[src/rtl/huffman_pkg.sv]
// huffman_pkg: shared types and width helpers for the parametrised Huffman
// code builder.
//   state_t : frame sequencing (ACC -> LOAD -> MERGE -> OUT -> ACC)
//   node_t  : one node-table slot (merged weight, member-symbol mask, active)
// node_t is sized for the largest supported configuration (NSYM <= 16,
// CNT_W <= 16). Unused upper bits stay zero.
package huffman_pkg;

    typedef enum logic [1:0] {
        ACC,
        LOAD,
        MERGE,
        OUT
    } state_t;

    localparam int NODE_W_MAX    = 16;  // widest histogram counter supported
    localparam int NODE_MASK_MAX = 16;  // most symbols supported

    typedef struct packed {
        logic [NODE_W_MAX-1:0]    weight;
        logic [NODE_MASK_MAX-1:0] member;
        logic                     active;
    } node_t;

    // Width that holds a code length in 0..code_w.
    function automatic int len_w(input int code_w);
        return $clog2(code_w + 1);
    endfunction

    // Legal configurations: the histogram counter must hold FRAME_LEN and the
    // code field must hold the deepest possible code (NSYM-1 bits).
    function automatic bit cfg_ok(input int nsym, input int cnt_w,
                                  input int frame_len, input int code_w);
        return (cnt_w >= $clog2(frame_len + 1)) && (code_w >= nsym - 1) &&
               (nsym <= NODE_MASK_MAX) && (cnt_w <= NODE_W_MAX);
    endfunction

endpackage

[src/rtl/huffman_min2.sv]
// huffman_min2: combinational two-minimum finder over the node table.
//   i_weight[NSYM] : slot weights
//   i_active       : slot active flags
//   o_min1         : active slot with smallest weight (ties -> lowest index)
//   o_min2         : smallest remaining active slot (ties -> lowest index)
//   o_found2       : at least two active slots exist (a merge is possible)
module huffman_min2
    import huffman_pkg::*;
#(
    parameter int NSYM  = 6,
    parameter int IDX_W = 3
) (
    input  logic [NODE_W_MAX-1:0] i_weight [NSYM],
    input  logic [NSYM-1:0]       i_active,
    output logic [IDX_W-1:0]      o_min1,
    output logic [IDX_W-1:0]      o_min2,
    output logic                  o_found2
);

    logic [NODE_W_MAX-1:0] w_w1;
    logic [NODE_W_MAX-1:0] w_w2;
    logic                  w_have1;
    logic                  w_have2;

    // Strict '<' keeps the first (lowest-index) slot on equal weights.
    always_comb begin
        w_w1     = '0;
        w_w2     = '0;
        w_have1  = 1'b0;
        w_have2  = 1'b0;
        o_min1   = '0;
        o_min2   = '0;
        for (int i = 0; i < NSYM; i++) begin
            if (i_active[i] && (!w_have1 || (i_weight[i] < w_w1))) begin
                w_have1 = 1'b1;
                w_w1    = i_weight[i];
                o_min1  = IDX_W'(i);
            end
        end
        for (int i = 0; i < NSYM; i++) begin
            if (i_active[i] && (IDX_W'(i) != o_min1) &&
                (!w_have2 || (i_weight[i] < w_w2))) begin
                w_have2 = 1'b1;
                w_w2    = i_weight[i];
                o_min2  = IDX_W'(i);
            end
        end
        o_found2 = w_have1 && w_have2;
    end

endmodule

[src/rtl/huffman_param.sv]
// huffman_param: per-frame symbol histogram followed by Huffman code build.
//   clk, reset (async, active low)
//   gray_valid/gray_data : symbol stream, symbols 1..NSYM, others dropped
//   busy                 : high while samples are not being accepted
//   CNT_valid/CNT        : one-cycle pulse with the frame histogram (held)
//   code_valid/HC/M      : one-cycle pulse with codes and masks (held)
//   tot_bits             : sum of cnt*len, present only with HUFF_TOTBITS_EN
// Handshake: a sample is taken on any rising edge where gray_valid=1 while
// busy=0; there is no back-pressure, samples offered while busy are lost.
module huffman_param
    import huffman_pkg::*;
#(
    parameter int NSYM      = 6,
    parameter int CNT_W     = 8,
    parameter int FRAME_LEN = 100,
    parameter int CODE_W    = 8
) (
    input  logic                   clk,
    input  logic                   reset,
    input  logic                   gray_valid,
    input  logic [7:0]             gray_data,
    output logic                   busy,
    output logic                   CNT_valid,
    output logic [NSYM*CNT_W-1:0]  CNT,
    output logic                   code_valid,
    output logic [NSYM*CODE_W-1:0] HC,
    output logic [NSYM*CODE_W-1:0] M
`ifdef HUFF_TOTBITS_EN
    ,
    output logic [CNT_W+$clog2(CODE_W+1)-1:0] tot_bits
`endif
);

    localparam int IDX_W = $clog2(NSYM);
    localparam int LEN_W = len_w(CODE_W);

    state_t                r_state;
    state_t                w_next;
    logic [CNT_W-1:0]      r_cnt   [NSYM];
    logic [CNT_W-1:0]      r_frame;
    node_t                 r_node  [NSYM];
    logic [LEN_W-1:0]      r_len   [NSYM];
    logic [CODE_W-1:0]     r_code  [NSYM];

    logic                  w_accept;
    logic [NODE_W_MAX-1:0] w_weight [NSYM];
    logic [NSYM-1:0]       w_active;
    logic [IDX_W-1:0]      w_min1;
    logic [IDX_W-1:0]      w_min2;
    logic [IDX_W-1:0]      w_lo;
    logic [IDX_W-1:0]      w_hi;
    logic                  w_found2;
    logic [LEN_W-1:0]      w_len_eff [NSYM];
    logic [CODE_W-1:0]     w_mask    [NSYM];

    assign busy     = (r_state != ACC);
    assign w_accept = (r_state == ACC) && gray_valid &&
                      (gray_data != 8'd0) && (gray_data <= 8'(NSYM));

    always_comb begin
        w_active = '0;
        for (int s = 0; s < NSYM; s++) begin
            w_weight[s] = r_node[s].weight;
            w_active[s] = r_node[s].active;
        end
    end

    huffman_min2 #(
        .NSYM  (NSYM),
        .IDX_W (IDX_W)
    ) u_min2 (
        .i_weight (w_weight),
        .i_active (w_active),
        .o_min1   (w_min1),
        .o_min2   (w_min2),
        .o_found2 (w_found2)
    );

    // The merged node always lands in the lower-indexed slot.
    assign w_lo = (w_min1 < w_min2) ? w_min1 : w_min2;
    assign w_hi = (w_min1 < w_min2) ? w_min2 : w_min1;

    // A lone nonzero symbol never gets merged, so it is given a 1-bit code 0.
    always_comb begin
        for (int s = 0; s < NSYM; s++) begin
            w_len_eff[s] = r_len[s];
            if ((r_len[s] == '0) && (CNT[s*CNT_W +: CNT_W] != '0)) begin
                w_len_eff[s] = LEN_W'(1);
            end
            w_mask[s] = (CODE_W'(1) << w_len_eff[s]) - CODE_W'(1);
        end
    end

`ifdef HUFF_TOTBITS_EN
    localparam int TOT_W = CNT_W + LEN_W;
    logic [TOT_W-1:0] w_tot;

    always_comb begin
        w_tot = '0;
        for (int s = 0; s < NSYM; s++) begin
            w_tot = w_tot + TOT_W'(CNT[s*CNT_W +: CNT_W]) * TOT_W'(w_len_eff[s]);
        end
    end
`endif

    always_ff @(posedge clk or negedge reset) begin
        if (!reset) begin
            r_state <= ACC;
        end else begin
            r_state <= w_next;
        end
    end

    always_comb begin
        w_next = r_state;
        case (r_state)
            ACC:     if (w_accept && (r_frame == CNT_W'(FRAME_LEN - 1))) w_next = LOAD;
            LOAD:    w_next = MERGE;
            MERGE:   if (!w_found2) w_next = OUT;
            OUT:     w_next = ACC;
            default: w_next = ACC;
        endcase
    end

    always_ff @(posedge clk or negedge reset) begin
        if (!reset) begin
            r_frame    <= '0;
            CNT_valid  <= 1'b0;
            CNT        <= '0;
            code_valid <= 1'b0;
            HC         <= '0;
            M          <= '0;
`ifdef HUFF_TOTBITS_EN
            tot_bits   <= '0;
`endif
            for (int s = 0; s < NSYM; s++) begin
                r_cnt[s]  <= '0;
                r_node[s] <= '0;
                r_len[s]  <= '0;
                r_code[s] <= '0;
            end
        end else begin
            CNT_valid  <= 1'b0;
            code_valid <= 1'b0;
            case (r_state)
                ACC: begin
                    if (w_accept) begin
                        r_frame <= r_frame + CNT_W'(1);
                        for (int s = 0; s < NSYM; s++) begin
                            if (gray_data == 8'(s + 1)) r_cnt[s] <= r_cnt[s] + CNT_W'(1);
                        end
                    end
                end
                LOAD: begin
                    CNT_valid <= 1'b1;
                    r_frame   <= '0;
                    for (int s = 0; s < NSYM; s++) begin
                        CNT[s*CNT_W +: CNT_W] <= r_cnt[s];
                        r_cnt[s]  <= '0;
                        r_node[s] <= '{weight: NODE_W_MAX'(r_cnt[s]),
                                       member: NODE_MASK_MAX'(1) << s,
                                       active: (r_cnt[s] != '0)};
                        r_len[s]  <= '0;
                        r_code[s] <= '0;
                    end
                end
                MERGE: begin
                    if (w_found2) begin
                        // Prepend: new bit goes above the bits already built.
                        for (int s = 0; s < NSYM; s++) begin
                            if (r_node[w_min1].member[s]) begin
                                r_code[s] <= r_code[s] | (CODE_W'(1) << r_len[s]);
                                r_len[s]  <= r_len[s] + LEN_W'(1);
                            end else if (r_node[w_min2].member[s]) begin
                                r_len[s]  <= r_len[s] + LEN_W'(1);
                            end
                        end
                        r_node[w_lo] <= '{weight: r_node[w_min1].weight + r_node[w_min2].weight,
                                         member: r_node[w_min1].member | r_node[w_min2].member,
                                         active: 1'b1};
                        r_node[w_hi].active <= 1'b0;
                    end else begin
                        code_valid <= 1'b1;
                        for (int s = 0; s < NSYM; s++) begin
                            HC[s*CODE_W +: CODE_W] <= r_code[s];
                            M[s*CODE_W +: CODE_W]  <= w_mask[s];
                        end
`ifdef HUFF_TOTBITS_EN
                        tot_bits <= w_tot;
`endif
                    end
                end
                default: ;
            endcase
        end
    end

endmodule
[config.mk]
export PLATFORM = sky130hd
export DESIGN_NAME = huffman_param
export DESIGN_NICKNAME = d
export VERILOG_FILES = /design/src/rtl/huffman_pkg.sv /design/src/rtl/huffman_min2.sv /design/src/rtl/huffman_param.sv
export SDC_FILE = /design/constraint.sdc
export NUM_CORES = 1
export LEC_CHECK = 0
export CAP_MARGIN = 10
export CORE_ASPECT_RATIO = 0.8
export CORE_MARGIN = 2
export CORE_UTILIZATION = 50
export DETAILED_ROUTE_END_ITERATION = 12
export MAX_ROUTING_LAYER = met4
export PLACE_DENSITY = 0.71
export SETUP_SLACK_MARGIN = 0.15
export SYNTH_ARGS = -nofsm -noshare
export SYNTH_HDL_FRONTEND = slang
export SYNTH_SLANG_ARGS = --single-unit
[constraint.sdc]
create_clock -name clk -period 30.1 [get_ports clk]
set_clock_uncertainty 0.05 [all_clocks]
set_input_delay 6.02 -clock clk [delete_from_list [all_inputs] [get_ports clk]]
set_output_delay 6.02 -clock clk [all_outputs]
set_load 0.1 [all_outputs]
### Yosys cells after proc, flatten, opt, wreduce, memory -nomap -nowiden

Cells that the tools add are included.
W data, S select, Z words.

| cells by class | value |
|---|---|
| equality and inequality tests | 37 |
| multiplexer cells | 92 |
| $mul | 0 |
| bitwise gates (word level) | 12 |
| div/mod/pow operators | 0 |
| $add $sub $neg | 20 |
| shift-type cells | 12 |
| reductions and logical operators | 95 |
| order comparisons | 18 |

Operator list:

| operator | number |
|---|---|
| $bwmux W198 | 2 |
| $pmux W198 S2 | 1 |
| $bmux W33 S3 | 2 |
| $demux W33 S3 | 2 |
| $mux W198 | 1 |
| $pmux W48 S2 | 2 |
| $mux W33 | 5 |
| $lt A16 B16 Y1 | 10 |
| $mux W16 | 10 |
| $mux W8 | 13 |
| $reduce_bool A8 Y1 | 13 |
| $mux W48 | 2 |
| $shl A1 B4 Y8 const A | 12 |
| $mux W4 | 18 |
| $add A8 B1 Y8 const B | 7 |
| $reduce_and A3 Y1 | 18 |
| $or A8 B8 Y8 | 6 |
| $pmux W24 S2 | 1 |
| $sub A8 B2 Y8 const B | 6 |
| $logic_and A1 B1 Y1 | 29 |
| $add A4 B1 Y4 const B | 6 |
| $eq A8 B3 Y1 const B | 3 |
| $logic_not A4 Y1 | 6 |
| $mux W24 | 1 |
| 30 further kinds | 110 |

| storage, ports and cells | value |
|---|---|
| input port bits | 11 |
| output and inout bits | 147 |
| memory bits (read-only) | 0 |
| RAM bits | 0 |
| word-level logic and storage cells | 329 |
| memories | 0 |
| flip-flop bits (word level) | 474 |
| latch bits | 0 |

### Depth between registers and ports, before layout

| depth | value |
|---|---|
| word-level depth | 55 |
| depth in mapped cells | 163 |
| depth with buffers taken out | 139 |

### Cells and area by module

A second synthesis with hierarchy kept.

| unflattened totals | value |
|---|---|
| cell total of the unflattened synthesis | 3,022 |
| area, all modules | 27,949.3 um^2 |

Modules (own cells, without submodules):

| module | area each (um^2) | sequential area each (um^2) | cells each | instances |
|---|---|---|---|---|
| huffman_param | 21,829.7 | 10,359.9 | 2,174 | 1 |
| huffman_min2 | 6,119.6 | 0.0 | 848 | 1 |

### Worst setup path before layout

No wires, ideal clock.

| path | value |
|---|---|
| path type | register -> register |
| start point | register r_node[165] in the netlist's numbering |
| end point | register r_node[32] in the netlist's numbering |
| clock period less this slack | 29.233 ns |
| path buffers | 23 |
| arrival | 29.043 ns |
| setup time | 0.141 ns |
| path slack | 0.867 ns |
| data required time | 29.909 ns |
| stages on the path, launching flop included | 157 |
| cells stage by stage | dfrtp_1 buf_4 clkbuf_1 clkbuf_1 nand2_1 ha_1 a21oi_1 o21ai_0 o2bb2ai_1 o31ai_1 clkbuf_1 nor2_1 a21oi_1 ha_1 a21oi_1 o21ai_0 a22oi_1 and2_1 (+121 left out) ha_1 a21o_1 a21oi_1 o21ai_0 a21oi_1 o21ai_0 a21oi_1 o21ai_0 a21oi_1 o21bai_1 a21oi_1 o21ai_0 a21o_1 a21oi_1 xor2_1 or3b_2 nand4b_1 mux2i_1 |

| between the ends | value |
|---|---|
| word-level cells in the longest chain between the ends | 55 |
| elaborated cells between the ends (all ways) | 111 |
| classes of those cells | add/sub: 1; order compare: 13; eq/ne: 6; mux: 47; bitwise: 4; reduce/logical: 40 |

Ends and longest elaborated chain:

| item | RTL line | RTL |
|---|---|---|
| from (decl) | huffman_param.sv:41 | `node_t r_node [NSYM];` |
| from (signal, indexed assignment) | huffman_param.sv:160 | `r_node[s] <= '{weight: NODE_W_MAX'(r_cnt[s]),` |
| from (signal, indexed assignment) | huffman_param.sv:178 | `r_node[w_lo] <= '{weight: r_node[w_min1].weight + r_node[w_min2].weight,` |
| parallel branches: the longest is 55 deep, another holds $lt A16 B16 Y1 | n/a |  |

Parallel ways; which one is timed is not known. The select of a mux whose other input is x is not followed.
A chain may end at the register's enable or synchronous reset.

### Worst setup path after layout

| path | value |
|---|---|
| start point | register r_node[165] in the netlist's numbering |
| end point | register r_node[163] in the netlist's numbering |

Same word-level chain as after synthesis.

==> flow_metrics.py <==
metrics = {
    "critical_path": {
        "crit_path_end_kind": "register",
        "path_class": "reg2reg",
        "reg2reg_setup_slack_ns": 1.88,
        "critPathLaunchType": "register",
        "critPathMaxStageDelay_ns": 0.59,
        "cp_slowest_cell": "or4_1",
        "critPathMostFrequentCell": "a21o_1",
        "r2r_cells": 140,
        "critPathRequiredTime_ns": 30.52,
        "arrival_ns": 28.64,
        "critPathMaxFanout": 34,
        "r2r_start": "r_node[165]",
        "rr_endpoint": "r_node[163]",
    },
    "clocking": {
        "cts_buffers": 44,
        "path_clk_slew_ns": 0.07,
        "cts_num_sinks": 414,
        "clock_latency_ns": 0.61,
        "cts-htree-levels": 2,
        "cts_hold_buffers": 0,
        "cts_buffer_depth": 3,
        "cts_tree": "done",
        "root_buffer": "clkbuf_16",
    },
    "logic_synthesis": {
        "synth_edf_count": 0,
        "yosysUniqueCellTypes": 98,
        "syn_avg_cell_area_um2": 8.492,
        "syn_nets": 3555,
        "synth_flop_cell": "dfrtp_1",
        "synthTopCellsByArea": "dfrtp_1, ha_1, nand2_1, o21ai_0, nor2_1",
        "yosysWarnings": 0,
        "synth_seq_area_share_pct": 36.86,
        "syn-cell-area_um2": 28110,
        "yosysTopAreaCell": "dfrtp_1",
        "yosysTopAreaCellShare_pct": 36.86,
        "synthCells": 3310,
        "async_flop_share_pct": 100.0,
        "synth-seq-cells": 414,
    },
    "detailed_routing": {
        "wirelength_mm": 104.6,
        "drc": 0,
        "drt_iter0_drc": 2984,
        "wl_per_cell_um": 23.94,
        "viasPerCell": 6.226,
        "drtAntennaViolNets": 0,
        "vias": 27212,
        "firstDrtPassIters": 7,
    },
    "sta": {
        "rsz0062_at_grt": "no",
        "finalMaxSlewViolations": 0,
        "layout_min_cycle_time_ns": 28.22,
        "slew_headroom_pct": 21.55,
        "tightestPinTransition_ns": 1.175,
        "setup_viol": 0,
        "fmaxAchievable_mhz": 35.43,
        "setup_tns_ns": 0,
        "fin_crit_sh_pct": 93.76,
        "finalWorstSetupSlack_ns": 1.879,
        "hold_violations": 0,
    },
    "placement": {
        "dp_hpwl_mm": 79.64,
        "gp_congestion": 1.002,
        "portBuffers": 157,
        "dp_worst_setup_slack_ns": 0.8267,
    },
    "die": {
        "dieArea_um2": 58140,
        "ios": 158,
        "rows": 77,
        "fp.dieH_um": 216.1,
        "die_w_um": 269.1,
        "core_area_um2": 55400,
        "initial_core_util_pct": 50.74,
    },
    "power": {
        "sequentialPowerShare_pct": 49.3,
        "p_int_w": 0.0008805,
        "p_clk_share_pct": 48.9,
        "p_sw_share_pct": 22.98,
        "combPwrFrac_pct": 1.8,
        "p_leak_nw": 15.69,
        "p_switching_w": 0.0002627,
        "p_per_area_nw_per_um2": 34.06,
        "peakVddDrop_uv": 45.71,
        "p_total_w": 0.001143,
    },
    "global_routing": {
        "grt_use_total_pct": 37.01,
        "antenna_found_initial": 0,
        "grt_pass1_vias": 25950,
        "grt_max_degree": 157,
        "grt_pass1_wl_mm": 159.4,
        "overflow": 0,
    },
    "cells_and_area": {
        "drive_above_1_share_pct": 13.81,
        "area_growth_pct": 19.39,
        "diodes": 0,
        "nets": 3836,
        "post-route-util_pct": 60.58,
        "nFillCells": 4830,
    },
    "min_path": {
        "holdPathEnd": "HC[34]",
        "hold_start": "HC[34]",
        "hold_class": "reg2reg",
        "min_path_cells": 2,
    },
    "flow_run": {
        "max-cap-violations": 0,
    },
    "status": {
        "outcome": "finished clean",
    },
}
## cells in the mapped netlist, drive strengths merged (12+ instances only)
library cell / n
a211oi: 26
a21o: 41
a21oi: 200
a221oi: 21
a2bb2oi: 28
a31oi: 68
and2: 20
buf: 42
clkbuf: 146
dfrtp: 414
ha: 233
inv: 144
mux2: 82
mux2i: 83
nand2: 588
nand2b: 24
nand3: 90
nand4: 32
nor2: 280
nor2b: 19
nor3: 67
nor4: 32
o211ai: 19
o21a: 39
o21ai: 269
o221ai: 27
o22ai: 19
o31ai: 32
or3: 12
xnor2: 15
xor2: 12
## cell usage in the layout, fill, tap and decap left out, types with 65 or more instances in the layout
master and count:
a21oi_1 192, a31oi_1 65, buf_4 260, clkdlybuf4s50_1 156, dfrtp_1 413, ha_1 231
inv_1 143, mux2_2 78, mux2i_1 81, nand2_1 587, nand3_1 89, nor2_1 274
nor3_1 66, o21ai_0 201
## power by group through the flow
stage | logic (W) | clock network (W) | registers [W]
final | 0.0000210 | 0.000559 | 0.000563
after global routing | 0.0000247 | 0.000588 | 0.000563
after CTS | 0.0000219 | 0.000566 | 0.000563
after detailed placement | 0.0000218 | 0 | 0.000573
after global placement | 0.0000208 | 0 | 0.000573
after floorplan | 0.00000661 | 0 | 0.000572
## what timing repair did
action,in CTS,in global routing
setup endpoints to repair,0,71
gates resized for setup,0,42
setup buffers,0,3
## cell families after synthesis
family	after synthesis	share of synthesized area, %
buffers and inverters	333	4.723
xor gates and xnor gates	27	0.8413
adders and majority gates	234	10.44
and+or+nand+nor	1215	18.87
AOI/OAI and AO/OA	922	21.98
muxes	165	6.285
DFF	414	36.86
## flip-flops by register name, summed over array words and instances, names as in the netlist
signal,cells
M,48
r_code,48
r_len,24
r_node,138
r_frame,8
r_cnt,48
code_valid,1
CNT,48
r_state,2
CNT_valid,1
HC,48
## worst max-delay path by stage
stage                      from     endpoint  slack [ns]  cells after the start
global placement    r_node[165]  r_node[163]        1.45                    139
floorplan           r_node[165]   r_node[32]        0.87                    156
finish              r_node[165]  r_node[163]        1.88                    140
detailed placement  r_node[165]  r_node[163]        0.83                    145
global route        r_node[165]  r_node[197]        0.09                    138
CTS                 r_node[165]  r_node[163]        0.67                    145
## metrics by stage
stage                     area (um2)  instances  hold WS, ns
after floorplan                28110       3310       0.3893
after global placement         31970       4292       0.3936
after detailed placement       31970       4292       0.4085
after CTS                      33440       4368       0.4228
after global routing           33560       4371       0.4322
final                          33560       4371       0.4209
## routing by layer
layer,global-route usage (%),part of all wire (%),vias to the layer above
met5,-,0,-
met4,10.67,3.2,0
met3,8.726,10,203
met2,54.10,43,1296
met1,51.17,43,13252
li1,-,-,12461
## layout make-up
class                   instances  area, um2  share of cell area, %
repair buffers                423       3640                  10.85
well taps                     750      938.4                  2.796
flip-flops and latches        414      10360                  30.88
clock inverters                15      193.9                 0.5779
multi-input cells            2563      16600                  49.48
clock buffers                  61       1275                  3.799
inverters                     145      544.3                  1.622
## worst max-delay path, delay by kind of cell, from the launching register on
kind | cells | cell delay [ns]
adders and majority gates | 12 | 3.27
AOI/OAI and AO/OA | 69 | 13.31
xor gates and xnor gates | 1 | 0.27
DFF | 1 | 0.55
and+or+nand+nor | 34 | 6.32
muxes | 4 | 0.97
buffers and inverters | 20 | 3.28
Power figures use the tool's default switching activity.
